===== config.mk =====
export PLATFORM = sky130hd
export DESIGN_NAME = set_bit_enumerator
export DESIGN_NICKNAME = d
export VERILOG_FILES = /design/src/rtl/set_bit_enumerator.sv
export SDC_FILE = /design/constraint.sdc
export NUM_CORES = 1
export LEC_CHECK = 0
export ABC_CLOCK_PERIOD_IN_PS = 5800
export CORE_MARGIN = 2
export CORE_UTILIZATION = 54
export DETAILED_ROUTE_END_ITERATION = 7
export GPL_ROUTABILITY_DRIVEN = 0
export HOLD_SLACK_MARGIN = 0.06
export PLACE_DENSITY = 0.83
export SYNTH_ARGS = -nofsm -noshare
export SYNTH_HDL_FRONTEND = slang
export SYNTH_SLANG_ARGS = --single-unit
export TNS_END_PERCENT = 5

===== constraint.sdc =====
create_clock -name clk -period 5.8 [get_ports clk]
set_input_delay 1.74 -clock clk [delete_from_list [all_inputs] [get_ports clk]]
set_output_delay 1.74 -clock clk [all_outputs]
set_load 0.01 [all_outputs]

===== src/rtl/set_bit_enumerator.sv =====
`default_nettype none
// ============================================================================
//  Module   : set_bit_enumerator
//  Purpose  : Accepts an N-bit word and emits its set bits one per beat as a
//             one-hot mask plus binary index. The order is MSB-first or
//             LSB-first and is chosen per word. Valid/ready handshakes are
//             used on both the input and output sides.
//  Ports    : clk, rst_n (async, active-low)
//             in_valid/in_ready/in_data/in_dir : word input (dir 1 = LSB-first)
//             abort                            : drop the current word
//             out_valid/out_ready              : beat handshake
//             out_mask/out_idx/out_seq         : bit, position, beat ordinal
//             out_last/out_empty               : final beat / all-zero word
//  Revision : 1.0 - initial release
// ============================================================================
module set_bit_enumerator #(
  parameter  int N  = 32,
  localparam int IW = $clog2(N)
) (
  input  logic          clk,
  input  logic          rst_n,
  input  logic          in_valid,
  output logic          in_ready,
  input  logic [N-1:0]  in_data,
  input  logic          in_dir,
  input  logic          abort,
  output logic          out_valid,
  input  logic          out_ready,
  output logic [N-1:0]  out_mask,
  output logic [IW-1:0] out_idx,
  output logic [IW-1:0] out_seq,
  output logic          out_last,
  output logic          out_empty
);

  localparam logic [N-1:0]  C_ONE_N  = {{(N-1){1'b0}}, 1'b1};
  localparam logic [IW-1:0] C_ONE_IW = {{(IW-1){1'b0}}, 1'b1};

  typedef enum logic [0:0] {
    ST_IDLE = 1'b0,
    ST_EMIT = 1'b1
  } state_t;

  state_t        r_state;
  state_t        w_state_nxt;

  logic [N-1:0]  r_res;     // bits of the current word not yet emitted
  logic          r_dir;
  logic [IW-1:0] r_seq;
  logic          r_zero;

  logic [N-1:0]  w_smear;
  logic [N-1:0]  w_mask_msb;
  logic [N-1:0]  w_mask_lsb;
  logic [N-1:0]  w_mask;
  logic [IW-1:0] w_idx;
  logic          w_last;
  logic          w_accept;
  logic          w_load;

  // Beat selection from the residual word.
  always_comb begin
    // The smear fills every bit below the highest set bit, so the edge of the
    // smeared word isolates the MSB. IW stages also cover non-power-of-2 N.
    w_smear = r_res;
    for (int k = 0; k < IW; k++) begin
      w_smear = w_smear | (w_smear >> (1 << k));
    end
    w_mask_msb = w_smear & ~(w_smear >> 1);
    w_mask_lsb = r_res & (~r_res + C_ONE_N);
    w_mask     = r_dir ? w_mask_lsb : w_mask_msb;

    // The mask is one-hot (or zero), so OR-ing the indices acts as an encoder.
    w_idx = '0;
    for (int i = 0; i < N; i++) begin
      if (w_mask[i]) begin
        w_idx = w_idx | IW'(i);
      end
    end

    // An all-zero word has an empty residual, so its single beat is last.
    w_last = ((r_res & ~w_mask) == '0);
  end

  // Next-state logic and handshake outputs.
  always_comb begin
    w_state_nxt = r_state;
    out_valid   = (r_state == ST_EMIT);
    w_accept    = out_valid & out_ready;
    // The ready path is combinational through out_ready. This allows a new
    // word to load on the same edge that retires the previous last beat.
    in_ready    = ((r_state == ST_IDLE) | (w_accept & w_last)) & ~abort;
    w_load      = in_valid & in_ready;

    case (r_state)
      ST_IDLE: begin
        if (w_load) begin
          w_state_nxt = ST_EMIT;
        end
      end
      ST_EMIT: begin
        if (abort) begin
          w_state_nxt = ST_IDLE;
        end else if (w_accept & w_last) begin
          w_state_nxt = w_load ? ST_EMIT : ST_IDLE;
        end
      end
      default: w_state_nxt = ST_IDLE;
    endcase

    out_mask  = out_valid ? w_mask : '0;
    out_idx   = out_valid ? w_idx : '0;
    out_seq   = out_valid ? r_seq : '0;
    out_last  = out_valid & w_last;
    out_empty = out_valid & r_zero;
  end

  always_ff @(posedge clk or negedge rst_n) begin
    if (!rst_n) begin
      r_state <= ST_IDLE;
    end else begin
      r_state <= w_state_nxt;
    end
  end

  always_ff @(posedge clk or negedge rst_n) begin
    if (!rst_n) begin
      r_res  <= '0;
      r_dir  <= 1'b0;
      r_seq  <= '0;
      r_zero <= 1'b0;
    end else if (abort) begin
      r_res  <= '0;
      r_seq  <= '0;
      r_zero <= 1'b0;
    end else if (w_load) begin
      r_res  <= in_data;
      r_dir  <= in_dir;
      r_seq  <= '0;
      r_zero <= (in_data == '0);
    end else if (w_accept) begin
      r_res  <= r_res & ~w_mask;
      r_seq  <= r_seq + C_ONE_IW;
    end
  end

endmodule
`default_nettype wire


==> results of run 1 <==
-- through the flow --
stage | TNS, ns | hold WS, ns | instances
global placement | 0 | 0.533 | 726
finish | -0.0522 | 0.553 | 735
floorplan | 0 | 0.498 | 561
global route | -0.217 | 0.584 | 735
detailed placement | 0 | 0.541 | 726
CTS | 0 | 0.566 | 734
-- critical path, stage by stage, from the launching register on --
cell and delay, ns:
dfrtp_1 0.50, or4_1 0.59, nor3_1 0.67, a32oi_1 0.33
and2_1 0.26, a211oi_1 0.18, nand4_1 0.24, o31ai_2 0.33
and2_1 0.17, clkdlybuf4s50_1 0.53
-- cell type report --
class	instances	area share, %
multi-input cells	457	55.7
repair buffers	117	20.4
flip-flops and latches	40	18.9
well taps	102	2.41
clock inverters	3	0.402
inverters	11	0.781
clock buffers	5	1.30
-- power by group --
group | switching [mW] | internal (mW)
combinational | 0.391 | 0.248
sequential | 0.0511 | 0.296
clock | 0.116 | 0.0856
-- per-layer routing --
metal  wire length (um)  track usage, %
met3               2710            13.4
met1               6310            53.2
met5                  0               0
met4               1350            22.9
met2               7210            57.2
-- synth_stat cells, types with 5 or more instances --
library cell   count
a2111oi_0          5
a211oi_1           5
a21oi_1           20
a31oi_1           15
a32oi_1            6
and2_1            16
and3_1             7
buf_2             13
buf_4             12
clkbuf_1          11
dfrtp_1           40
dlygate4sd1_1      9
inv_1              9
mux2i_1           34
nand2_1           65
nand2b_1           8
nand3_1           14
nand4_1           22
nor2_1            57
nor3_1            23
nor3b_1            5
nor4_1            38
o211ai_1          28
o21ai_0            5
or3_1             10
or4_1             17
-- worst paths after layout --
path	from	to	slack [ns]	depth (start not counted)
min in group asynchronous	rst_n	r_zero	1.57	1
worst min register to register	r_zero	r_zero	0.55	2
worst max-delay path	r_res[8]	in_ready	-0.05	9
worst min-delay path	r_zero	r_zero	0.55	2
max in group asynchronous	rst_n	r_res[27]	3.58	1
worst max register to register	r_res[8]	r_res[27]	1.64	9
-- registers in the layout (all words and copies together) (netlist names) --
| signal | flops |
|---|---|
| out_valid | 1 |
| r_dir | 1 |
| r_seq | 5 |
| r_res | 32 |
| r_zero | 1 |
-- kinds of logic after synthesis --
group / Yosys count / share of synthesized area (%)
muxes: 34 / 7.90
and+or+nand+nor: 302 / 38.0
buffers and inverters: 64 / 9.97
adders and majority gates: 1 / 0.291
AOI/OAI and AO/OA: 117 / 20.0
xor gates and xnor gates: 3 / 0.610
DFF: 40 / 23.2
-- what timing repair did --
action,CTS,global route
setup buffers,0,1
pin swaps,1,1
hold buffers,0,0
setup endpoints to repair,1,4
gates resized for setup,0,14
==> metrics, run 1 <==
fin. max-slew vios 0; critical path peak fanout 10; final instance area 0.00529 mm^2; crit start category flip-flop; PortBufs 83; final WL 17.6 mm; CTS max path bufs 2; WP data required 4.06 ns; Crit Path Class reg2out; worst IR drop on VDD 141 uV; DRT iter0 DRCs 1374; fin worst setup slack -0.0522 ns; first-pass GRT wire length 27.4 mm; Multi-input gate area 0.00295 mm^2; chip height 93.3 um; Rows 32; largest net degree at the start of global routing 68; Global Route Usage Sum 40.3%; drt via density 7.43; grt total ovfl 0; share of the synthesized area in the top cell type 23.2%; Post-synth EDFFs 0; Antenna Diode Count 0; CTS clock-pin slew for the worst setup and hold paths 0.09 ns; Synth Warn # 0; DP Wirelength 12.9 mm; DR WL/cell 23.9 um; Setup Skew 0.0118 ns; Final ANT Viol Nets 0; Place WS 0.357 ns; Placed Area 0.00513 mm^2; Mapped Area 0.00431 mm^2; endpoints failing setup 1; cells after synthesis 561; fill cell count 603; DRC errors left 116; total die area 0.00870 mm^2; vias in the first global route 5145; CP endpoint kind output pin; most frequent cells in the layout clkdlybuf4s50_1 (82), nand2_1 (65), nor2_1 (57); sequential share of the synthesized area 23.2%; asr flop ratio synth 100%; crit share post-route 101%; CTS Root Cell clkbuf_8; worst-skew pair later-pin latency 0.31 ns; CTS Buf Count 5; I/O Pins 84; Yosys top cell by area dfrtp_1; initial antenna violation count 0; maxcap violations 0; register area 0.00100 mm^2; layout cells sized above 1 11.1%; Worst Max-Slew Pin Slew 1.20 ns; die width 93.3 um; First-pass DRT Iterations 8; status finished, violations left; Core Area 0.00773 mm^2; pwr/cell area 225 mW/mm^2; synth top area cells dfrtp_1 (23%), mux2i_1 (7.9%), nand2_1 (5.7%), nor4_1 (5.5%), nor2_1 (5.0%); RSZ-0062 raised after global routing true; Leakage 2.08 nW; Tot Pwr 1.19 mW; CTS tree yes; Final Hold Vio Count 0; Final Util 68.4%; Sink Count 40; initial cell density of the core 55.7%; commonest non-fill, non-tap cell in the layout clkdlybuf4s50_1; slew margin rel. 20.1%; worst min path class reg2reg; Net Count, Synth 600; Post-synth top flop dfrtp_1; Avg Cell Area, Syn 7.67 um^2; FF+latch count, synth 40; fin crit period 5.85 ns; vias 5461; nets@finish 671; Yosys cell types 66; Layout area overhead 22.8%; fmax 171 MHz; failing checks DRC, setup timing; H-tree Lvls 2; critical path arrival 4.11 ns
(Power assumes the default switching activity.)
==> run 2, diff against run 1 <==
--- a/config.mk
+++ b/config.mk
@@ -10,7 +10,7 @@
 export CORE_UTILIZATION = 54
 export DETAILED_ROUTE_END_ITERATION = 7
 export GPL_ROUTABILITY_DRIVEN = 0
-export HOLD_SLACK_MARGIN = 0.06
+export HOLD_SLACK_MARGIN = 0.02
 export PLACE_DENSITY = 0.83
 export SYNTH_ARGS = -nofsm -noshare
 export SYNTH_HDL_FRONTEND = slang
==> results of run 2 <==
Final layout, timing and power as in run 1 (identical DEF).
